$ cat config.mk
export PLATFORM = sky130hd
export DESIGN_NAME = ex_sequencer
export DESIGN_NICKNAME = d
export VERILOG_FILES = /design/src/rtl/ex_sequencer_pkg.sv /design/src/rtl/ex_wb_slot.sv /design/src/rtl/ex_sequencer.sv
export SDC_FILE = /design/constraint.sdc
export NUM_CORES = 1
export LEC_CHECK = 0
export ABC_AREA = 1
export CORE_AREA = 2 2 82 84
export DETAILED_ROUTE_END_ITERATION = 7
export DIE_AREA = 0 0 84 86
export HOLD_SLACK_MARGIN = 0.12
export PLACE_DENSITY = 0.79
export RECOVER_POWER = 100
export SLEW_MARGIN = 20
export SYNTH_ARGS = -nofsm -noshare
export SYNTH_HDL_FRONTEND = slang
export SYNTH_SLANG_ARGS = --single-unit
$ cat constraint.sdc
create_clock -name i_clk -period 2.16 [get_ports i_clk]
set_clock_uncertainty 0.2 [all_clocks]
set_input_delay 0.324 -clock i_clk [delete_from_list [all_inputs] [get_ports i_clk]]
set_output_delay 0.324 -clock i_clk [all_outputs]
set_load 0.01 [all_outputs]
$ cat src/rtl/ex_sequencer_pkg.sv
// Shared definitions for the execute-stage sequencer: state encoding and
// default widths. Optional build macro: EX_BYPASS_EN (see ex_sequencer.sv).
package ex_sequencer_pkg;

    typedef enum logic [1:0] {
        EX_IDLE = 2'd0,
        EX_RUN  = 2'd1,
        EX_WAIT = 2'd2
    } ex_state_t;

    localparam int DEFAULT_DATA_W     = 32;
    localparam int DEFAULT_RD_W       = 5;
    localparam int DEFAULT_BUSY_GUARD = 1;

    // Guard counter holds BUSY_GUARD, which is at most 3.
    localparam int GUARD_W = 2;

endpackage : ex_sequencer_pkg

$ cat src/rtl/ex_wb_slot.sv
// One-entry valid/ready holding register. A fill and a drain on the same
// edge leave the slot full with the new payload. Reusable by the mem stage.
module ex_wb_slot
    import ex_sequencer_pkg::*;
#(
    parameter int DATA_W = DEFAULT_DATA_W,
    parameter int RD_W   = DEFAULT_RD_W
) (
    input  logic              clk,
    input  logic              rst,
    input  logic              fill,
    input  logic [RD_W-1:0]   fill_rd,
    input  logic [DATA_W-1:0] fill_data,
    input  logic              ready,
    output logic              free,
    output logic              valid,
    output logic [RD_W-1:0]   rd,
    output logic [DATA_W-1:0] data
);

    // The slot can take new data when empty or being drained this edge.
    assign free = !valid || ready;

    // Valid flag and payload; the payload holds while full and not drained.
    always_ff @(posedge clk) begin
        if (rst) begin
            // NOTE: the payload is reset as well, not just valid, so the
            // writeback bus shows zeros rather than stale data after reset.
            valid <= 1'b0;
            rd    <= '0;
            data  <= '0;
        end else if (fill) begin
            valid <= 1'b1;
            rd    <= fill_rd;
            data  <= fill_data;
        end else if (ready) begin
            valid <= 1'b0;
        end
    end

endmodule : ex_wb_slot

$ cat src/rtl/ex_sequencer.sv
// Execute-stage sequencer: accepts one ALU op per handshake, launches and
// tracks multi-cycle units, and captures results into a writeback slot.
// Optional build macro: EX_BYPASS_EN adds decode-stage forwarding outputs;
// without it the forwarding ports are tied to zero.
module ex_sequencer
    import ex_sequencer_pkg::*;
#(
    parameter int DATA_W     = DEFAULT_DATA_W,
    parameter int RD_W       = DEFAULT_RD_W,
    parameter int BUSY_GUARD = DEFAULT_BUSY_GUARD
) (
    input  logic              i_clk,
    input  logic              i_rst,
    input  logic              i_ex_valid,
    output logic              o_ex_ready,
    input  logic              i_ex_multicycle,
    input  logic [RD_W-1:0]   i_ex_rd,
    input  logic [DATA_W-1:0] i_alu_result,
    input  logic              i_unit_busy,
    output logic              o_unit_en,
    output logic              o_stall,
    output logic              o_wb_valid,
    input  logic              i_wb_ready,
    output logic [RD_W-1:0]   o_wb_rd,
    output logic [DATA_W-1:0] o_wb_data,
    output logic              o_fwd_valid,
    output logic [RD_W-1:0]   o_fwd_rd,
    output logic [DATA_W-1:0] o_fwd_data
);

    ex_state_t          state;
    ex_state_t          next_state;
    logic [GUARD_W-1:0] count;
    logic [GUARD_W-1:0] next_count;
    logic [RD_W-1:0]    pending_rd;
    logic               load_pending;
    logic               slot_free;
    logic               fill;
    logic [RD_W-1:0]    fill_rd;

    // State register, guard counter and destination of the in-flight op.
    always_ff @(posedge i_clk) begin
        if (i_rst) begin
            // NOTE: non-blocking assignments so every register here samples
            // the values that were present before the edge.
            state      <= EX_IDLE;
            count      <= '0;
            pending_rd <= '0;
        end else begin
            state <= next_state;
            count <= next_count;
            if (load_pending) begin
                pending_rd <= i_ex_rd;
            end
        end
    end

    // Next-state, handshake, unit enable, stall and slot fill decode.
    always_comb begin
        // NOTE: every signal gets a default first; a branch that forgot one
        // would otherwise infer a latch.
        next_state   = state;
        next_count   = count;
        o_ex_ready   = 1'b0;
        o_unit_en    = 1'b0;
        o_stall      = 1'b0;
        fill         = 1'b0;
        fill_rd      = i_ex_rd;
        load_pending = 1'b0;

        unique case (state)
            EX_IDLE: begin
                o_ex_ready = slot_free;
                if (i_ex_valid && slot_free) begin
                    if (i_ex_multicycle) begin
                        // Launch now; the guard covers the late busy flag.
                        o_unit_en    = 1'b1;
                        load_pending = 1'b1;
                        next_count   = GUARD_W'(BUSY_GUARD);
                        next_state   = EX_RUN;
                    end else begin
                        fill = 1'b1;
                    end
                end
            end

            EX_RUN: begin
                o_stall   = 1'b1;
                o_unit_en = 1'b1;
                if (count <= 2'd1) begin
                    next_state = EX_WAIT;
                end else begin
                    next_count = count - 2'd1;
                end
            end

            EX_WAIT: begin
                // Enable and stall drop in the completion cycle so the unit
                // does not relaunch and upstream can move on.
                o_stall   = i_unit_busy;
                o_unit_en = i_unit_busy;
                if (!i_unit_busy) begin
                    fill       = 1'b1;
                    fill_rd    = pending_rd;
                    next_state = EX_IDLE;
                end
            end

            default: begin
                next_state = EX_IDLE;
            end
        endcase
    end

    ex_wb_slot #(
        .DATA_W (DATA_W),
        .RD_W   (RD_W)
    ) u_wb_slot (
        .clk       (i_clk),
        .rst       (i_rst),
        .fill      (fill),
        .fill_rd   (fill_rd),
        .fill_data (i_alu_result),
        .ready     (i_wb_ready),
        .free      (slot_free),
        .valid     (o_wb_valid),
        .rd        (o_wb_rd),
        .data      (o_wb_data)
    );

`ifdef EX_BYPASS_EN
    // Forward the slot to decode; x0 destinations are never forwarded.
    assign o_fwd_valid = o_wb_valid && (o_wb_rd != '0);
    assign o_fwd_rd    = o_wb_rd;
    assign o_fwd_data  = o_wb_data;
`else
    assign o_fwd_valid = 1'b0;
    assign o_fwd_rd    = '0;
    assign o_fwd_data  = '0;
`endif

endmodule : ex_sequencer
==> impl_metrics.toml <==
[finish]
final_cell_mix = "58 x nand2_1, 52 x inv_1, 47 x dfxtp_1"
antenna_cells = 0
layout_commonest_cell = "nand2_1"
fin_nets = 492
syn_to_final_growth_pct = 33.7
fillers = 616
utilization = 0.538
final_area_um2 = 3380
drive_gt1_frac = 0.0449

[clock_network]
ctsHoldBuffers = 0
cts_buffers = 5
cts_sinks = 47
root_buffer = "clkbuf_8"
cts.clk_slew.worst_paths_ps = 100
clock_path_buffers = 2
cts_tree = "built"
insertion_delay_ps = 300
cts_max_level = 2

[worst_setup_path]
path_buf_inv = 2
critPathLaunchType = "flop"
cp_slowest_cell = "dfxtp_1"
crit_type = "flop to primary output"
crit_fanout = 4
max_stage_delay_ps = 430
arrival_ps = 1540
cp_data_required_time_ps = 1640
worstSetupEndpointType = "primary output"
critical_path.top_delay_family = "flip-flops"
cp_cell_sequence = "inv_2 > ha_1 > nand2_1 > a31oi_1 > dlygate4sd2_1"

[place]
placed_area_um2 = 3280
gp_congestion = 0.778
dp_hpwl_um = 3800
dp_slack_ps = -76.7
io_buffer_count = 83

[yosys]
synth_top_family_by_area = "buffers and inverters"
ys_warn_count = 0
synthDistinctLibCells = 20
syn-instance-count = 370
synth_xor_area_frac = 0
syn_area_um2 = 2530
seq_area_frac_synth = 0.372
synth_mux_area_frac = 0
synth_fa_ha_area_frac = 0.0248
postSynthAreaPerCell_um2 = 6.83
synth-seq-cells = 47
synth-simple-area-share = 0.237
synth_compound_area_frac = 0.118

[power_and_ir_drop]
irDropWorstVdd_mv = 0.348
p_per_area_nw_per_um2 = 790
p_leak_nw = 1.71

[timing]
rsz0062_at_grt = "false"
finalSetupTns_ps = 0
holdWs_ps = 252
tightest_slew_ps = 893
hold_violations = 0
slew_violations = 0
final.period_utilization = 0.955
fin_ws_ps = 96.9
layout_min_cycle_time_ps = 2060
slew_headroom = 0.405
setup_viol = 0
fmax_mhz = 485

[detailed_routing]
wl_um = 5310
first_pass_iters = 4
postRouteAntennaNets = 0
wire_per_inst_um = 10.2
drc = 0
drt_iter0_drc = 67
vias = 2307
via_per_inst = 4.42

[die]
dieArea_um2 = 7220
num_rows = 29
start_util = 0.402
die_w_um = 84
core_um2 = 6280
die_height_um = 86
io_pins = 122

[min_path]
hold_class = "flop to flop"

[global_route]
grt_max_degree = 46
grt_pass1_vias = 2002
grt_usage = 0.144
antenna_found_initial = 0
grt-ovfl-total = 0
grt_pass1_wl_um = 8780

[status]
outcome = "completed"

[flow_run]
cap_viol_max_count = 0
==> synth_stat cells <==
| master | count | area [um^2] |
|---|---|---|
| buf_4 | 39 | 293 |
| a31oi_1 | 1 | 6.26 |
| nor2_1 | 41 | 154 |
| buf_6 | 5 | 56.3 |
| inv_1 | 53 | 199 |
| nand3_1 | 41 | 205 |
| clkinv_1 | 1 | 3.75 |
| and2_1 | 1 | 6.26 |
| buf_2 | 7 | 35.0 |
| nand4_1 | 1 | 6.26 |
| buf_1 | 1 | 3.75 |
| conb_1 | 1 | 3.75 |
| ha_1 | 5 | 62.6 |
| o21ai_0 | 11 | 55.1 |
| a21boi_0 | 1 | 7.51 |
| nand2_2 | 1 | 6.26 |
| nand2_1 | 59 | 221 |
| a21oi_1 | 46 | 230 |
| clkbuf_1 | 8 | 30.0 |
| dfxtp_1 | 47 | 941 |
==> per-layer routing <==
metal,track usage,up-vias,share of wire
met2,0.259,90,0.47
met5,0,-,0
met1,0.169,992,0.45
met4,0.0323,0,0.0081
met3,0.0443,6,0.076
li1,-,1219,-
==> power by group <==
group	internal, W	leakage, nW	switching, W	total, W
clock	0.000226	0.0402	0.000305	0.000530
combinational	0.000500	1.28	0.000538	0.00104
sequential	0.00103	0.387	0.0000754	0.00110
total	0.00175	1.71	0.000918	0.00267
==> registers in the layout, summed over array words and instances (netlist names) <==
signal and count:
pending_rd 5, u_wb_slot.valid 1, u_wb_slot.rd 5, count 2, state 2, u_wb_slot.data 32
==> stage by stage <==
step                total power [W]  std cells
floorplan                   0.00180        407
global placement            0.00219        514
detailed placement          0.00222        514
CTS                         0.00276        522
global route                0.00289        522
finish                      0.00267        522
==> cells by family after synthesis <==
| kind of cell | Yosys count |
|---|---|
| fa+ha+maj | 5 |
| simple gates | 144 |
| compound gates | 59 |
| buf+inv | 114 |
| other cells | 1 |
| flops | 47 |
==> path summary, 6_finish.rpt <==
check                     start              end  slack, ps  cells after the start
setup / recovery       state[0]        o_unit_en        100                      5
hold / removal    pending_rd[0]    pending_rd[0]        250                      2
setup reg to reg       state[0]  u_wb_slot.rd[1]        380                      7
hold reg to reg   pending_rd[0]    pending_rd[0]        250                      2
==> area by class of cell <==
| type | instances | area (um^2) | share of cell area |
|---|---|---|---|
| multi-input combinational | 246 | 1120 | 0.332 |
| inverter | 54 | 203 | 0.0600 |
| timing repair buffer | 90 | 928 | 0.275 |
| tap | 77 | 96.3 | 0.0285 |
| sequential | 47 | 941 | 0.279 |
| clock buffer | 5 | 68.8 | 0.0204 |
| clock inverter | 3 | 20.0 | 0.00593 |
==> worst register-to-register path, stage by stage (launching register included) <==
cell	delay [ps]
dfxtp_1	430
inv_2	80
ha_1	230
nand2_2	190
buf_12	240
o21ai_0	120
a21oi_1	130
nor2_1	60
==> repair_timing <==
action | in CTS | in global routing
buffers inserted | 0 | 0
endpoints found under the setup margin | 3 | 2
resized for setup | 5 | 4
Power figures use the tool's default switching activity.
